**src/rtl/matrix_pkg.sv**
```systemverilog
// Shared types and constants for the LED matrix loader/driver pair.
// The bank bit sits directly above the word index in every framebuffer address.
package matrix_pkg;

  localparam int ADDR_W_DEFAULT  = 8;
  localparam int WORDS_PER_CHAIN = 2 ** ADDR_W_DEFAULT;
  localparam int BYTES_PER_FRAME = 4 * WORDS_PER_CHAIN;
  localparam int BANK_BIT        = ADDR_W_DEFAULT;

  typedef enum logic [1:0] {
    RX_LO     = 2'd0,
    RX_HI     = 2'd1,
    WAIT_SWAP = 2'd2
  } state_e;

  // Two chains per frame, one 16-bit word per LED.
  function automatic int words_per_frame(input int addr_w);
    return 2 * (2 ** addr_w);
  endfunction

endpackage

```
**src/rtl/frame_loader_if.sv**
```systemverilog
// Host byte stream into the frame loader: valid/ready bytes plus a start-of-frame pulse.
interface frame_loader_if;
  logic [7:0] rx_data;
  logic       rx_valid;
  logic       rx_ready;
  logic       rx_start;

  modport master (output rx_data, output rx_valid, output rx_start, input rx_ready);
  modport slave  (input rx_data, input rx_valid, input rx_start, output rx_ready);
endinterface

```
**src/rtl/bank_swap.sv**
```systemverilog
// Displayed-bank ownership: holds a finished frame pending and flips the bank on a
// qualified end-of-frame pulse, or after SWAP_TIMEOUT cycles when that is non-zero.
module bank_swap #(
  parameter int SWAP_TIMEOUT = 0
) (
  input  logic i_clk,
  input  logic i_rst,
  input  logic i_set_pending,
  input  logic i_frame_done,
  output logic o_swap,
  output logic o_rd_bank,
  output logic o_frame_pending
);

  localparam int CNT_W = (SWAP_TIMEOUT > 1) ? $clog2(SWAP_TIMEOUT) : 1;

  logic             rd_bank_q, rd_bank_d;
  logic             pending_q, pending_d;
  logic             armed_q, armed_d;
  logic [CNT_W-1:0] cnt_q, cnt_d;
  logic             timeout;

  if (SWAP_TIMEOUT != 0) begin : g_timeout
    assign timeout = pending_q && (cnt_q == CNT_W'(SWAP_TIMEOUT - 1));
  end else begin : g_no_timeout
    assign timeout = 1'b0;
  end

  // armed_q lags pending by a cycle so a done pulse coincident with the rise is ignored.
  always_comb begin
    o_swap    = pending_q && ((armed_q && i_frame_done) || timeout);
    rd_bank_d = rd_bank_q ^ o_swap;
    pending_d = (pending_q && !o_swap) || i_set_pending;
    armed_d   = pending_q && !o_swap;
    cnt_d     = (pending_q && !o_swap) ? cnt_q + 1'b1 : '0;
  end

  always_ff @(posedge i_clk) begin
    if (i_rst) begin
      rd_bank_q <= 1'b0;
      pending_q <= 1'b0;
      armed_q   <= 1'b0;
      cnt_q     <= '0;
    end else begin
      rd_bank_q <= rd_bank_d;
      pending_q <= pending_d;
      armed_q   <= armed_d;
      cnt_q     <= cnt_d;
    end
  end

  assign o_rd_bank       = rd_bank_q;
  assign o_frame_pending = pending_q;

endmodule

```
**src/rtl/frame_loader.sv**
```systemverilog
// Assembles host bytes into 16-bit pixel words and writes them into the hidden bank of
// two double-banked framebuffers; a write strobe follows the second byte by one cycle.
module frame_loader
  import matrix_pkg::*;
#(
  parameter int ADDR_W       = ADDR_W_DEFAULT,
  parameter int SWAP_TIMEOUT = 0
) (
  input  logic              i_clk,
  input  logic              i_rst,
  frame_loader_if.slave     rx,
  input  logic              i_frame_done,
  output logic [ADDR_W:0]   o_waddr_1,
  output logic [15:0]       o_wdata_1,
  output logic              o_we_1,
  output logic [ADDR_W:0]   o_waddr_2,
  output logic [15:0]       o_wdata_2,
  output logic              o_we_2,
  output logic              o_rd_bank,
  output logic              o_frame_pending,
  output logic              o_abort
);

  localparam int              IDX_W    = ADDR_W + 1;
  localparam logic [IDX_W-1:0] LAST_IDX = IDX_W'(words_per_frame(ADDR_W) - 1);

  state_e            state_q, state_d;
  logic [IDX_W-1:0]  idx_q, idx_d;
  logic [7:0]        lo_q, lo_d;
  logic [ADDR_W:0]   waddr_q, waddr_d;
  logic [15:0]       wdata_q, wdata_d;
  logic              we1_q, we1_d;
  logic              we2_q, we2_d;
  logic              abort_q, abort_d;
  logic              hs, set_pending, swap, rd_bank;

  assign rx.rx_ready = !i_rst && (state_q != WAIT_SWAP);
  assign hs          = rx.rx_valid && rx.rx_ready;

  always_comb begin
    state_d     = state_q;
    idx_d       = idx_q;
    lo_d        = lo_q;
    waddr_d     = waddr_q;
    wdata_d     = wdata_q;
    we1_d       = 1'b0;
    we2_d       = 1'b0;
    abort_d     = 1'b0;
    set_pending = 1'b0;
    case (state_q)
      RX_LO, RX_HI: begin
        // A restart mid-frame drops any half word; a byte in the same cycle opens the new frame.
        if (rx.rx_start && (state_q == RX_HI || idx_q != '0)) begin
          abort_d = 1'b1;
          idx_d   = '0;
          state_d = RX_LO;
          if (hs) begin
            lo_d    = rx.rx_data;
            state_d = RX_HI;
          end
        end else if (hs) begin
          if (state_q == RX_LO) begin
            lo_d    = rx.rx_data;
            state_d = RX_HI;
          end else begin
            waddr_d = {~rd_bank, idx_q[ADDR_W-1:0]};
            wdata_d = {rx.rx_data, lo_q};
            we1_d   = ~idx_q[ADDR_W];
            we2_d   = idx_q[ADDR_W];
            if (idx_q == LAST_IDX) begin
              state_d     = WAIT_SWAP;
              set_pending = 1'b1;
            end else begin
              idx_d   = idx_q + 1'b1;
              state_d = RX_LO;
            end
          end
        end
      end
      WAIT_SWAP: begin
        if (swap) begin
          state_d = RX_LO;
          idx_d   = '0;
        end
      end
      default: state_d = RX_LO;
    endcase
  end

  always_ff @(posedge i_clk) begin
    if (i_rst) begin
      state_q <= RX_LO;
      idx_q   <= '0;
      lo_q    <= '0;
      waddr_q <= '0;
      wdata_q <= '0;
      we1_q   <= 1'b0;
      we2_q   <= 1'b0;
      abort_q <= 1'b0;
    end else begin
      state_q <= state_d;
      idx_q   <= idx_d;
      lo_q    <= lo_d;
      waddr_q <= waddr_d;
      wdata_q <= wdata_d;
      we1_q   <= we1_d;
      we2_q   <= we2_d;
      abort_q <= abort_d;
    end
  end

  bank_swap #(
    .SWAP_TIMEOUT(SWAP_TIMEOUT)
  ) u_bank_swap (
    .i_clk          (i_clk),
    .i_rst          (i_rst),
    .i_set_pending  (set_pending),
    .i_frame_done   (i_frame_done),
    .o_swap         (swap),
    .o_rd_bank      (rd_bank),
    .o_frame_pending(o_frame_pending)
  );

  assign o_waddr_1 = waddr_q;
  assign o_wdata_1 = wdata_q;
  assign o_we_1    = we1_q;
  assign o_waddr_2 = waddr_q;
  assign o_wdata_2 = wdata_q;
  assign o_we_2    = we2_q;
  assign o_rd_bank = rd_bank;
  assign o_abort   = abort_q;

endmodule
```
**src/flat_wrapper.sv**
```systemverilog
// flat-port wrapper written by rule: the top's interface ports become plain ports
module frame_loader_flat import matrix_pkg::*;
#(
  parameter int ADDR_W       = ADDR_W_DEFAULT,
  parameter int SWAP_TIMEOUT = 0
)
  (i_clk, i_rst, i_frame_done, o_waddr_1, o_wdata_1, o_we_1, o_waddr_2, o_wdata_2, o_we_2, o_rd_bank, o_frame_pending, o_abort, rx_rx_data, rx_rx_valid, rx_rx_start, rx_rx_ready);
  frame_loader_if rx_i ();
  input  logic i_clk;
  input  logic i_rst;
  input  logic i_frame_done;
  output logic [ADDR_W:0] o_waddr_1;
  output logic [15:0] o_wdata_1;
  output logic o_we_1;
  output logic [ADDR_W:0] o_waddr_2;
  output logic [15:0] o_wdata_2;
  output logic o_we_2;
  output logic o_rd_bank;
  output logic o_frame_pending;
  output logic o_abort;
  input wire logic [$bits(rx_i.rx_data)-1:0] rx_rx_data;
  input wire logic [$bits(rx_i.rx_valid)-1:0] rx_rx_valid;
  input wire logic [$bits(rx_i.rx_start)-1:0] rx_rx_start;
  output wire logic [$bits(rx_i.rx_ready)-1:0] rx_rx_ready;
  assign rx_i.rx_data = rx_rx_data;
  assign rx_i.rx_valid = rx_rx_valid;
  assign rx_i.rx_start = rx_rx_start;
  assign rx_rx_ready = rx_i.rx_ready;
  frame_loader #(.ADDR_W(ADDR_W), .SWAP_TIMEOUT(SWAP_TIMEOUT)) u_core (.i_clk(i_clk), .i_rst(i_rst), .rx(rx_i), .i_frame_done(i_frame_done), .o_waddr_1(o_waddr_1), .o_wdata_1(o_wdata_1), .o_we_1(o_we_1), .o_waddr_2(o_waddr_2), .o_wdata_2(o_wdata_2), .o_we_2(o_we_2), .o_rd_bank(o_rd_bank), .o_frame_pending(o_frame_pending), .o_abort(o_abort));
endmodule
```
**config.mk**
```make
export PLATFORM = sky130hd
export DESIGN_NAME = frame_loader_flat
export DESIGN_NICKNAME = d
export VERILOG_FILES = /design/src/rtl/matrix_pkg.sv /design/src/rtl/frame_loader_if.sv /design/src/rtl/bank_swap.sv /design/src/rtl/frame_loader.sv /design/src/flat_wrapper.sv
export SDC_FILE = /design/constraint.sdc
export NUM_CORES = 1
export LEC_CHECK = 0
export CAP_MARGIN = 20
export CORE_MARGIN = 2
export CORE_UTILIZATION = 30
export CTS_CLUSTER_SIZE = 12
export DETAILED_ROUTE_END_ITERATION = 7
export GPL_TIMING_DRIVEN = 0
export PLACE_DENSITY = 0.67
export SYNTH_ARGS = -nofsm -noshare
export SYNTH_HDL_FRONTEND = slang
export SYNTH_SLANG_ARGS = --single-unit
```
**constraint.sdc**
```tcl
create_clock -name i_clk -period 3.2 [get_ports i_clk]
set_clock_uncertainty 0.15 [all_clocks]
set_input_delay 0.64 -clock i_clk [delete_from_list [all_inputs] [get_ports i_clk]]
set_output_delay 0.64 -clock i_clk [all_outputs]
set_load 0.005 [all_outputs]
```
# Word-level counts from Yosys, hierarchy flattened
# Index checks and enable logic that the tools add are counted.
dict set report word_totals {
  ff_bits 50
  out_inout_bits 56
  input_bits 13
  elab_cells 71
}
dict set report classes {
  n_bitwise 7
  muxes 23
  addsub 1
  eq_ne 8
  reduce_logical 21
}
# operator count
set op_table {}
lappend op_table {{9-bit 2-to-1 mux} 5}
lappend op_table {{8-bit 2-to-1 mux} 4}
lappend op_table {{9-bit case mux with 2 select lines} 1}
lappend op_table {{2-bit 2-to-1 mux} 5}
lappend op_table {{9-bit by 1-bit adder with 9-bit output, second input constant} 1}
lappend op_table {{9-bit == test, second input constant} 1}
lappend op_table {{9-bit nonzero test} 1}
lappend op_table {{1-bit 2-to-1 mux} 7}
lappend op_table {{1-bit logical AND} 6}
lappend op_table {{3-bit by 2-bit != test with 1-bit output, second input constant} 2}
lappend op_table {{1-bit inverter} 6}
lappend op_table {{5-bit AND reduction} 1}
lappend op_table {{5-bit OR reduction} 1}
lappend op_table {{2-bit case mux with 2 select lines} 1}
lappend op_table {{4-bit AND reduction} 1}
lappend op_table {{2-bit nonzero test} 2}
lappend op_table {{2-bit OR reduction} 2}
lappend op_table {{3-bit by 1-bit != test with 1-bit output, second input constant} 1}
lappend op_table {{3-bit AND reduction} 1}
lappend op_table {{2-bit by 1-bit == test with 1-bit output, second input constant} 1}
lappend op_table {{2-bit == test, second input constant} 1}
lappend op_table {{1-bit zero test} 2}
lappend op_table {{2-bit zero test} 1}
lappend op_table {{1-bit logical OR} 2}
lappend op_table {{4 further kinds} 4}

# Longest topological paths before layout
# Gate-level depths: netlist of run 1.
dict set report depth {
  depth_word 7
  mapped_depth 9
  mapped_depth_nobuf 9
}

# Modules after synthesis
# A second synthesis of run 1 with hierarchy kept.
dict set report hier_totals {
  cells_unflattened 254
  area_unflattened_um2 2214.6
}
# mod area_per_inst_um2 instances cells_each seq_area_each_um2
set modules_own_cells {}
lappend modules_own_cells {frame_loader 2098.3 1 243 940.9}
lappend modules_own_cells {bank_swap 116.4 1 11 60.1}

# Worst setup path before layout of run 1
# Ideal clock, no wire load.
dict set report synth_path {
  path_kind {flip-flop to flip-flop}
  from {register u_core.idx_q[0]}
  to {register u_core.idx_q[5]}
  t_required_ns 2.976
  slack_ns 0.988
  setup_ns 0.074
  stages_incl_launch_ff 10
  arrival_time_ns 1.988
  path_buffers 0
  synth_period_minus_slack_ns 2.212
  cell_sequence {dfxtp_1 -> ha_1 -> and3_1 -> nand3_1 -> nor2_1 -> ha_1 -> and4bb_2 -> nand2_1 -> or3_1 -> a31oi_1}
}
dict set report synth_between {
  elab_chain_len 6
  elab_cells_between_ends 14
  cone_classes {add/sub: 1; eq/ne: 4; mux: 5; reduce/logical: 4}
}
# item line_no
set synth_lines {}
lappend synth_lines {{start: declaration} frame_loader.sv:28} ;# logic [IDX_W-1:0] idx_q, idx_d;
lappend synth_lines {{start signal: assignment} frame_loader.sv:102} ;# idx_q <= idx_d;
lappend synth_lines {{9-bit by 1-bit adder with 9-bit output} frame_loader.sv:74} ;# idx_d = idx_q + 1'b1;
lappend synth_lines {{9-bit 2-to-1 mux} frame_loader.sv:70} ;# if (idx_q == LAST_IDX) begin
lappend synth_lines {{9-bit 2-to-1 mux} frame_loader.sv:62} ;# if (state_q == RX_LO) begin
lappend synth_lines {{9-bit 2-to-1 mux} frame_loader.sv:61} ;# end else if (hs) begin
lappend synth_lines {{9-bit 2-to-1 mux} frame_loader.sv:53} ;# if (rx.rx_start && (state_q == RX_HI || idx_q != '0)) begin
lappend synth_lines {{9-bit case mux with 2 select lines} frame_loader.sv:50} ;# case (state_q)
# Several ways; a longest one is shown, not always the timed one. The select of a mux whose other input is x is not followed.
# A chain may end at the register's enable or synchronous reset.

# Final worst setup path of run 1
dict set report layout_path {
  from {input i_rst}
  to {output rx_rx_ready}
}
dict set report layout_between {
  elab_chain_len 2
}
# item line_no
set layout_lines {}
lappend layout_lines {{start: declaration} flat_wrapper.sv:10} ;# input logic i_rst;
lappend layout_lines {{1-bit zero test} frame_loader.sv:37} ;# assign rx.rx_ready = !i_rst && (state_q != WAIT_SWAP);
lappend layout_lines {{1-bit logical AND} frame_loader.sv:37}
lappend layout_lines {{end: declaration} flat_wrapper.sv:24} ;# output wire logic [$bits(rx_i.rx_ready)-1:0] rx_rx_ready;
# Every way passes these cells.

==> metrics.txt, run 1 <==
# TYPE chip_impl_metric gauge
chip_impl_metric{name="overflow",unit=""} 0
chip_impl_metric{name="grtUsageMet1",unit=""} 0.179
chip_impl_metric{name="synth-edff-count",unit=""} 0
chip_impl_metric{name="synth.area.mux_share",unit=""} 0.0363
chip_impl_metric{name="synth_simple_gate_area_frac",unit=""} 0.245
chip_impl_metric{name="worstSkewPairLatency",unit="ps"} 310
chip_impl_info{name="run_status",value="completed"} 1
chip_impl_metric{name="timing.critical_path.required",unit="ps"} 2410
chip_impl_info{name="layout_commonest_cell",value="clkdlybuf4s50_1"} 1
chip_impl_metric{name="area.growth.synth_to_final",unit="%"} 40.8
chip_impl_metric{name="clock_share_of_power",unit=""} 0.344
chip_impl_metric{name="asyncSetResetFlopFracSynth",unit=""} 0
chip_impl_metric{name="initial_utilization",unit=""} 0.307
chip_impl_metric{name="drt_drc_violations_left",unit=""} 0
chip_impl_metric{name="port_buffers",unit=""} 68
chip_impl_metric{name="detail-route-antenna-nets",unit=""} 0
chip_impl_metric{name="layout_cell_share_with_drive_strength_beyond_1",unit=""} 0.142
chip_impl_metric{name="synthesis.area_per_instance",unit="um2"} 8.62
chip_impl_metric{name="yosys_register_bits",unit=""} 50
chip_impl_info{name="ys_top_cells_by_area",value="dfxtp_1 (45%), buf_4 (8.5%), nand2_1 (8.5%)"} 1
chip_impl_metric{name="yosys_warnings",unit=""} 0
chip_impl_metric{name="n_antenna_cell",unit=""} 0
chip_impl_metric{name="post_cts_buffers",unit=""} 0
chip_impl_metric{name="fin_tns_setup",unit="ps"} 0
chip_impl_metric{name="leakagePower",unit="nW"} 1.17
chip_impl_metric{name="first_pass_grt_wire_length",unit="um"} 9250
chip_impl_metric{name="worst-r2r-setup-slack",unit="ps"} 530
chip_impl_info{name="hold_end",value="u_core.o_wdata_1[7]"} 1
chip_impl_info{name="tritoncts",value="yes"} 1
chip_impl_info{name="crit-reg2reg-launch",value="u_core.idx_q[1]"} 1
chip_impl_metric{name="top_level_ports",unit=""} 69
chip_impl_metric{name="synthXorXnorAreaFrac",unit=""} 0.00794
chip_impl_metric{name="gr-usage-met2",unit=""} 0.230
chip_impl_metric{name="vias",unit=""} 1954
chip_impl_metric{name="fillerInstances",unit=""} 722
chip_impl_metric{name="gr-usage-all-layers",unit=""} 0.138
chip_impl_metric{name="initial_antenna_violation_count",unit=""} 0
chip_impl_metric{name="worstPathArrival",unit="ps"} 2250
chip_impl_metric{name="synth.distinct_cells",unit=""} 40
chip_impl_metric{name="cts.clk_slew.worst_paths",unit="ps"} 100
chip_impl_metric{name="crit_path_max_fanout",unit=""} 10
chip_impl_metric{name="worstHoldPathCells",unit=""} 2
chip_impl_metric{name="drt_pass1_iterations",unit=""} 4
chip_impl_metric{name="synth_fa_ha_area_frac",unit=""} 0.0170
chip_impl_metric{name="die_height",unit="um"} 89.8
chip_impl_metric{name="switchingPower",unit="mW"} 0.276
chip_impl_info{name="worstSetupStartpointType",value="primary input"} 1
chip_impl_metric{name="routed_wire_length_per_instance",unit="um"} 12.5
chip_impl_metric{name="use_met3",unit=""} 0.0310
chip_impl_info{name="hold_path_class",value="flip-flop to flip-flop"} 1
chip_impl_metric{name="synth_fp_nets",unit=""} 272
chip_impl_metric{name="multi_input_comb_area",unit="um2"} 951
chip_impl_info{name="commonest_cells_after_routing_fill_and_taps_aside",value="clkdlybuf4s50_1 (68), nand2_1 (50), dfxtp_1 (50), buf_4 (25), a21oi_1 (24)"} 1
chip_impl_metric{name="finalCriticalPeriod",unit="ps"} 3040
chip_impl_metric{name="via_per_inst",unit=""} 4.53
chip_impl_metric{name="power.sequential.fraction",unit=""} 0.576
chip_impl_metric{name="core",unit="um2"} 7180
chip_impl_info{name="synth_top_family_by_area",value="simple AND/OR/NAND/NOR gates"} 1
chip_impl_metric{name="max_clock_freq",unit="MHz"} 329
chip_impl_info{name="min_from",value="u_core.lo_q[7]"} 1
chip_impl_metric{name="floorplan.die_area",unit="um2"} 8060
chip_impl_metric{name="max_cap_check_violation_count",unit=""} 0
chip_impl_metric{name="maxSlewViolCount",unit=""} 0
chip_impl_info{name="ys_dominant_reg_cell",value="dfxtp_1"} 1
chip_impl_metric{name="clockBufferDepth",unit=""} 2
chip_impl_metric{name="grt_max_degree",unit=""} 18
chip_impl_info{name="endpoint_of_the_worst_register_to_register_path",value="u_core.idx_q[8]"} 1
chip_impl_metric{name="synth_area",unit="um2"} 2210
chip_impl_info{name="grt_setup_unrepaired",value="false"} 1
chip_impl_metric{name="sequential_cell_area",unit="um2"} 1000
chip_impl_metric{name="yosysTopAreaCellShare",unit=""} 0.454
chip_impl_metric{name="clock_tree.htree_level_count",unit=""} 2
chip_impl_metric{name="synth_seq_area_share",unit=""} 0.454
chip_impl_metric{name="clock_sink_count",unit=""} 50
chip_impl_metric{name="routed_wl",unit="um"} 5380
chip_impl_info{name="yosys.area.top_type",value="dfxtp_1"} 1
chip_impl_metric{name="p_int",unit="mW"} 0.835
chip_impl_info{name="critPathLaunch",value="i_rst"} 1
chip_impl_metric{name="period_share",unit=""} 0.950
chip_impl_metric{name="final-setup-viol-count",unit=""} 0
chip_impl_metric{name="worst_r2r_path_cells",unit=""} 9
chip_impl_metric{name="vdd.ir_drop.worst",unit="V"} 0.000182
chip_impl_metric{name="drt_iter0_markers",unit=""} 145
chip_impl_metric{name="gp_routability_congestion",unit=""} 0.833
chip_impl_info{name="timing.critical_path.to_type",value="output pin"} 1
chip_impl_info{name="worstSetupPathType",value="primary input to output pin"} 1
chip_impl_metric{name="grt_pass1_vias",unit=""} 1921
chip_impl_metric{name="cts_made_buffers",unit=""} 5
chip_impl_metric{name="fin_cells",unit=""} 431
chip_impl_metric{name="worstMarginPinSlew",unit="ps"} 468
chip_impl_metric{name="share_comb_of_total_power",unit=""} 0.081
chip_impl_metric{name="hold_viol_final",unit=""} 0
chip_impl_metric{name="swShare",unit=""} 0.248
chip_impl_metric{name="final_nets",unit=""} 347
chip_impl_metric{name="dpl.hpwl",unit="um"} 3980
chip_impl_metric{name="floorplan.rows",unit=""} 31
chip_impl_metric{name="synth-compound-area-share",unit=""} 0.125
chip_impl_info{name="cts_root_buf",value="clkbuf_8"} 1
chip_impl_metric{name="powerDensity",unit="nW/um2"} 357
chip_impl_info{name="globalRoute.busiestLayer",value="met2"} 1
chip_impl_metric{name="placedCellCount",unit=""} 423
chip_impl_metric{name="die_x",unit="um"} 89.8
chip_impl_metric{name="relSlewSlack",unit=""} 0.688
chip_impl_metric{name="syn-instance-count",unit=""} 256
-- flip-flops by register name (all words and copies together) (netlist names) --
register and flops:
u_core.o_we_1 1, u_core.lo_q 8, u_core.idx_q 9, u_core.u_bank_swap.o_rd_bank 1, u_core.state_q 2, u_core.u_bank_swap.armed_q 1, u_core.o_we_2 1, u_core.o_wdata_1 16
u_core.u_bank_swap.o_frame_pending 1, u_core.o_abort 1, u_core.o_waddr_1 9
-- critical path, cell delays in order --
cell and delay [ps]:
clkdlybuf4s50_1 560, clkbuf_2 260, buf_2 260, nor2_1 70, clkdlybuf4s50_1 450
-- power by group through the flow --
stage	sequential [mW]	combinational, mW	clock [mW]
2_1_floorplan	0.652	0.0475	0
3_3_place_gp	0.653	0.0890	0
3_5_place_dp	0.654	0.0895	0
4_1_cts	0.639	0.0903	0.393
5_1_grt	0.641	0.0985	0.420
6_report	0.639	0.0898	0.382
-- worst max-delay path by stage --
stage / to / slack (ps) / cells after the start
6_report: rx_rx_ready / 160 / 5
5_1_grt: rx_rx_ready / 50 / 5
4_1_cts: rx_rx_ready / 150 / 5
3_5_place_dp: rx_rx_ready / -170 / 5
3_3_place_gp: rx_rx_ready / -200 / 5
2_1_floorplan: u_core.idx_q[5] / 990 / 9
-- per-stage QoR --
step	worst slack (ps)	power [mW]	instance area [um2]	utilization	hold WS [ps]
floorplan	988	0.699	2210	-	279
global placement	-195	0.742	3010	0.420	296
detailed placement	-171	0.743	3010	0.420	303
CTS	147	1.12	3110	0.433	312
global route	47.8	1.16	3110	0.433	321
finish	162	1.11	3110	0.433	301
-- kinds of logic (layout without fill, tap and decap cells) --
family                   after synthesis  in the layout
adder cells (fa/ha/maj)                3              3
XOR/XNOR                               2              2
multiplexers                           8              8
AO/OA/AOI/OAI                         44             44
buffers and inverters                 41            117
AND/OR/NAND/NOR                      108            108
flip-flops                            50             50
-- synthesized netlist by cell type (2+ instances only) --
cell type   n
a211oi_1    2
a21oi_1    24
a31oi_1     4
and3_1      3
buf_2       5
buf_4      25
clkbuf_1    6
dfxtp_1    50
ha_1        3
inv_1       4
mux2i_1     8
nand2_1    50
nand2b_1    5
nand3_1     7
nand4_1     4
nand4b_1    5
nor2_1     19
nor2b_1     3
o211ai_1    2
o21ai_0     4
o32ai_1     2
or3_1       3
-- per-layer routing --
| metal | up-vias | part of all wire |
|---|---|---|
| li1 | 999 | - |
| met1 | 879 | 0.48 |
| met2 | 71 | 0.46 |
| met3 | 5 | 0.048 |
| met4 | 0 | 0.012 |
| met5 | - | 0 |
-- final cells by class --
class | instances | area share
inverter | 4 | 0.00483
clock buffer | 5 | 0.0222
sequential | 50 | 0.322
buffer | 37 | 0.0777
timing repair buffer | 68 | 0.219
multi-input combinational | 165 | 0.306
clock inverter | 3 | 0.00805
tap | 99 | 0.0399
-- timing repair --
item / 4_1_cts / 5_1_grt
hold buffers: 0 / 0
setup endpoints to repair: 1 / 0
gates resized for setup: 2 / 0
endpoints found under the hold margin: 0 / 0
No activity file was read; power rests on OpenSTA's default activity.
==> run 2, diff against run 1 <==
clock period = 3.21 ns   (was 3.2 ns; I/O delays follow)
==> results of run 2 <==
The final DEF is identical to that of run 1. Status: completed.
Among the figures that moved: setup slack after placement -171 ps -> -165 ps; setup slack after layout 162 ps -> 168 ps; register-to-register setup slack 530 ps -> 540 ps
